## config.mk

```make
export PLATFORM = sky130hd
export DESIGN_NAME = mvu_pe_popcount_acc
export DESIGN_NICKNAME = d
export VERILOG_FILES = /design/src/rtl/mvau_pkg.sv /design/src/rtl/mvu_popcount.sv /design/src/rtl/mvu_pe_popcount_acc.sv
export SDC_FILE = /design/constraint.sdc
export NUM_CORES = 1
export LEC_CHECK = 0
export CELL_PAD_IN_SITES_DETAIL_PLACEMENT = 2
export CELL_PAD_IN_SITES_GLOBAL_PLACEMENT = 2
export CORE_ASPECT_RATIO = 0.8
export CORE_MARGIN = 5
export CORE_UTILIZATION = 33
export DETAILED_ROUTE_END_ITERATION = 10
export PLACE_DENSITY_LB_ADDON = 0.08
export SYNTH_ARGS = -nofsm -noshare
export SYNTH_HDL_FRONTEND = slang
export SYNTH_SLANG_ARGS = --single-unit
```

## constraint.sdc

```tcl
create_clock -name aclk -period 3 [get_ports aclk]
set_clock_uncertainty 0.1 [all_clocks]
set_input_delay 0.6 -clock aclk [delete_from_list [all_inputs] [get_ports aclk]]
set_output_delay 0.6 -clock aclk [all_outputs]
set_load 0.05 [all_outputs]
```

## src/rtl/mvau_pkg.sv

```systemverilog
// Shared sizing helpers for the matrix-vector unit PE datapath.
// Widths of popcount results and fold accumulators.
package mvau_pkg;

    function automatic int popcnt_w(input int simd);
        return $clog2(simd + 1);
    endfunction

    // Smallest accumulator that holds SIMD*SF, plus a sign bit when bipolar.
    function automatic int acc_w(input int simd, input int sf, input int bip);
        return $clog2(simd * sf + 1) + bip;
    endfunction

endpackage

```

## src/rtl/mvu_popcount.sv

```systemverilog
// Combinational popcount of one SIMD-wide beat of XNOR products.
// Pure function of vec; the caller registers the result.
module mvu_popcount
    import mvau_pkg::*;
#(
    parameter int SIMD = 4
) (
    input  logic [SIMD-1:0]             vec,
    output logic [popcnt_w(SIMD)-1:0]   cnt
);

    localparam int PW = popcnt_w(SIMD);

    always_comb begin
        cnt = '0;
        for (int i = 0; i < SIMD; i++) begin
            cnt = cnt + PW'(vec[i]);
        end
    end

endmodule

```

## src/rtl/mvu_pe_popcount_acc.sv

```systemverilog
// Binary PE tail: popcount each beat, accumulate over SF beats,
// emit one unipolar or bipolar dot product per fold.
module mvu_pe_popcount_acc
    import mvau_pkg::*;
#(
    parameter int SIMD    = 4,
    parameter int SF      = 8,
    parameter int TDstI   = 16,
    parameter int BIPOLAR = 0
) (
    input  logic             aclk,
    input  logic             rst,
    input  logic [SIMD-1:0]  in_vec,
    input  logic             in_valid,
    output logic             in_ready,
    output logic [TDstI-1:0] out_data,
    output logic             out_valid,
    input  logic             out_ready
);

    localparam int PW = popcnt_w(SIMD);
    localparam int CW = (SF > 1) ? $clog2(SF) : 1;

    if (SF < 1 || TDstI < acc_w(SIMD, SF, BIPOLAR)) begin : g_bad_cfg
        $error("mvu_pe_popcount_acc: SF must be >= 1 and TDstI wide enough");
    end

    logic [PW-1:0]    pc;
    logic [PW-1:0]    s1_pc;
    logic             s1_v;
    logic             s1_first;
    logic             s1_last;
    logic [CW-1:0]    cnt;
    logic [TDstI-1:0] acc;
    logic [TDstI-1:0] acc_n;
    logic [TDstI-1:0] res;
    logic             adv;
    logic             is_last;

    mvu_popcount #(.SIMD(SIMD)) u_pc (
        .vec (in_vec),
        .cnt (pc)
    );

    assign adv      = ~out_valid | out_ready;
    assign in_ready = adv;
    assign is_last  = (cnt == CW'(SF - 1));

    always_comb begin
        acc_n = s1_first ? TDstI'(s1_pc) : acc + TDstI'(s1_pc);
        res   = acc_n;
        if (BIPOLAR != 0) begin
            res = (acc_n << 1) - TDstI'(SIMD * SF);
        end
    end

    // Whole pipeline stalls together so nothing is dropped under backpressure.
    always_ff @(posedge aclk) begin
        if (rst) begin
            s1_v      <= 1'b0;
            s1_pc     <= '0;
            s1_first  <= 1'b0;
            s1_last   <= 1'b0;
            cnt       <= '0;
            acc       <= '0;
            out_data  <= '0;
            out_valid <= 1'b0;
        end else if (adv) begin
            s1_v <= in_valid;
            if (in_valid) begin
                s1_pc    <= pc;
                s1_first <= (cnt == '0);
                s1_last  <= is_last;
                cnt      <= is_last ? '0 : cnt + 1'b1;
            end
            if (s1_v) begin
                acc <= acc_n;
            end
            if (s1_v && s1_last) begin
                out_data  <= res;
                out_valid <= 1'b1;
            end else begin
                out_valid <= 1'b0;
            end
        end
    end

endmodule
```

==> results.cfg <==
[synthesis]
synthMuxAreaShare_pct = 3.40
synth_top_cell_area_share_pct = 40.8
synthSimpleGateAreaFrac_pct = 25.2
syn_area_um2 = 2060
synthCells = 243
synth_warnings = 0
synthAdderAreaFrac_pct = 6.80
synth_compound_area_share_pct = 14.6
synth_area_leaders = dfxtp_1, nand2_1, ha_1
yosys.area.top_type = dfxtp_1
synth_top_family_by_area = simple AND/OR/NAND/NOR gates
synth-seq-cells = 42
yosys.area_share.xor_xnor_pct = 5.53
yosysUniqueCellTypes = 37
syn_nets = 261
avgSynthCellArea_um2 = 8.48
ys_seq_area_share_pct = 40.8

[setup_path]
critPathLaunchType = register
critPathMaxFanout = 5
crit_buf_inv = 0
max_stage_delay_ps = 440
cp.required_ps = 3120
slowest_stage = or3b_2
r2r_slack_ps = 390
path_cells = ha_1 -> fa_1 -> a21oi_1 -> nor3_1 -> and4_1 -> or3b_2 -> a31oi_1
crit_family = simple AND/OR/NAND/NOR gates
arrival_ps = 2730
cp-end-kind = register
critPathKind = reg -> reg

[detailed_routing]
wl_um = 5350
vias = 1767
drt-initial-drc-count = 46
via_per_inst = 5.09
wl_per_cell_um = 15.4
antenna_left = 0
drc = 0
first_pass_iters = 4

[die]
die_h_um = 80.7
fp.dieW_um = 98.3
ios = 26
start_util_pct = 34.5
die-area_um2 = 7930
core_um2 = 5970
rows = 25

[global_route]
track_usage_pct = 15.1
grt_pass1_vias = 1942
grt_remaining_overflow = 0
grt_start_max_net_pins = 21
grt_pass1_wl_um = 9540
grt_antenna_before_repair = 0

[clock_tree]
cts_root_buf = clkbuf_8
clk_pin_slew_ps = 80
cts_made_buffers = 5
cts_tree = built
hold_buffers = 0
clk_path_buf_depth = 2
ctsResizeCount = 0
clk_latency_ps = 290
clock-sinks = 42
htree_levels = 2
post_cts_buffers = 0

[sta]
rsz0062_at_grt = false
slew_headroom_pct = 41.2
timing.setup.tns_ps = 0
fin_crit_ps = 2610
fin_crit_sh_pct = 86.9
drv_slew = 0
hold_viol = 0
fin_hold_ws_ps = 355
fmax_mhz = 384
finalWorstSetupSlack_ps = 394
tightest_slew_ps = 879
setup-violations-final = 0

[place]
place_inst = 339
portBuffers = 25
place_congestion = 0.715
dpl-instance-area_um2 = 2400
post-place-ws_ps = 437
detailed_place_hpwl_um = 4000

[cells_and_area]
syn_to_final_growth_pct = 21.1
design_area_um2 = 2490
layoutNonFillerInstCount = 347
utilization_pct = 41.8
nNetsFinal = 283
diodes = 0
drive_above_1_share_pct = 7.52
fillers = 675

[pwr]
powerDensity_nw_per_um2 = 415
power_mw = 1.04
p_leak_nw = 0.866
vdd_drop_max_mv = 0.222

[min_path]
hold_path_class = reg -> reg

[run]
cap_violations = 0

[outcome]
outcome = finished, final reports clean
## cells by family after synthesis
logic type	after synthesis
adders and majority gates	10
xor gates and xnor gates	13
and+or+nand+nor	102
DFF	42
muxes	7
AOI/OAI and AO/OA	50
buffers and inverters	19
## cell usage in the layout (no fill, tap or decap), drive strengths merged, types with 5 or more instances in the layout
master	n
dfxtp	42
nand2	39
clkdlybuf4s50	24
a21oi	20
nor2	16
o21ai	16
nand3	10
nor3	9
xnor2	8
ha	8
mux2i	7
clkbuf	7
buf	7
nor2b	5
xor2	5
nand3b	5
a211oi	5
## power breakdown
part / leakage, nW / switching [mW] / internal [mW]
combinational: 0.478 / 0.0453 / 0.0337
clock: 0.0482 / 0.192 / 0.186
sequential: 0.340 / 0.0142 / 0.566
total: 0.866 / 0.251 / 0.786
## synth_stat cells, drive strengths merged
master,number
nor2,16
and2,1
a221oi,2
nand3,10
dfxtp,42
xnor2,8
nand2,39
inv,3
and4,2
nor2b,5
or3,1
o31ai,2
fa,2
nor3b,3
clkbuf,15
a211oi,5
o41ai,1
nand2b,1
nand3b,5
nand4,1
and3,4
nor3,9
a21oi,20
or3b,2
a31oi,3
buf,1
ha,8
xor2,5
mux2i,7
o21ai,16
or4,3
a21o,1
## cell type report
| class | instances | area, um2 | share of cell area, % |
|---|---|---|---|
| multi-input cells | 182 | 1140 | 45.9 |
| flip-flops and latches | 42 | 841 | 33.7 |
| repair buffers | 31 | 305 | 12.2 |
| well taps | 81 | 101 | 4.06 |
| clock buffers | 7 | 86.3 | 3.46 |
| inverters | 3 | 11.3 | 0.451 |
| clock inverters | 1 | 5.00 | 0.201 |
## worst paths after layout
kind                             startpoint                         to  cells past startpoint
setup / recovery      s1_pc[0]$_SDFFE_PP0P_       acc[12]$_SDFFE_PP0P_                      7
hold / removal    out_data[10]$_SDFFE_PP0P_  out_data[10]$_SDFFE_PP0P_                      2
setup reg to reg      s1_pc[0]$_SDFFE_PP0P_       acc[12]$_SDFFE_PP0P_                      7
hold reg to reg   out_data[10]$_SDFFE_PP0P_  out_data[10]$_SDFFE_PP0P_                      2
## flip-flops by register name, summed over array words and instances, names as in the netlist
register and flops:
out_valid 1, s1_v 1, cnt 3, s1_last 1, acc 16, s1_first 1, s1_pc 3, out_data 16
## tightest hold or removal path, cell delays in order, from the launching register on
cell and delay, ps:
dfxtp_1 330, nand2_1 40, o21ai_0 50
## metal layers
metal  routed length [um]  track usage [%]  share of wire [%]  up-vias
met5                    0                0                  0        -
met4                   26             2.86               0.49        0
met3                  111             3.21                2.1        4
met2                 2590             26.2                 48       10
met1                 2620             19.4                 49      867
li1                     -                -                  -      886
(Power assumes the default switching activity.)
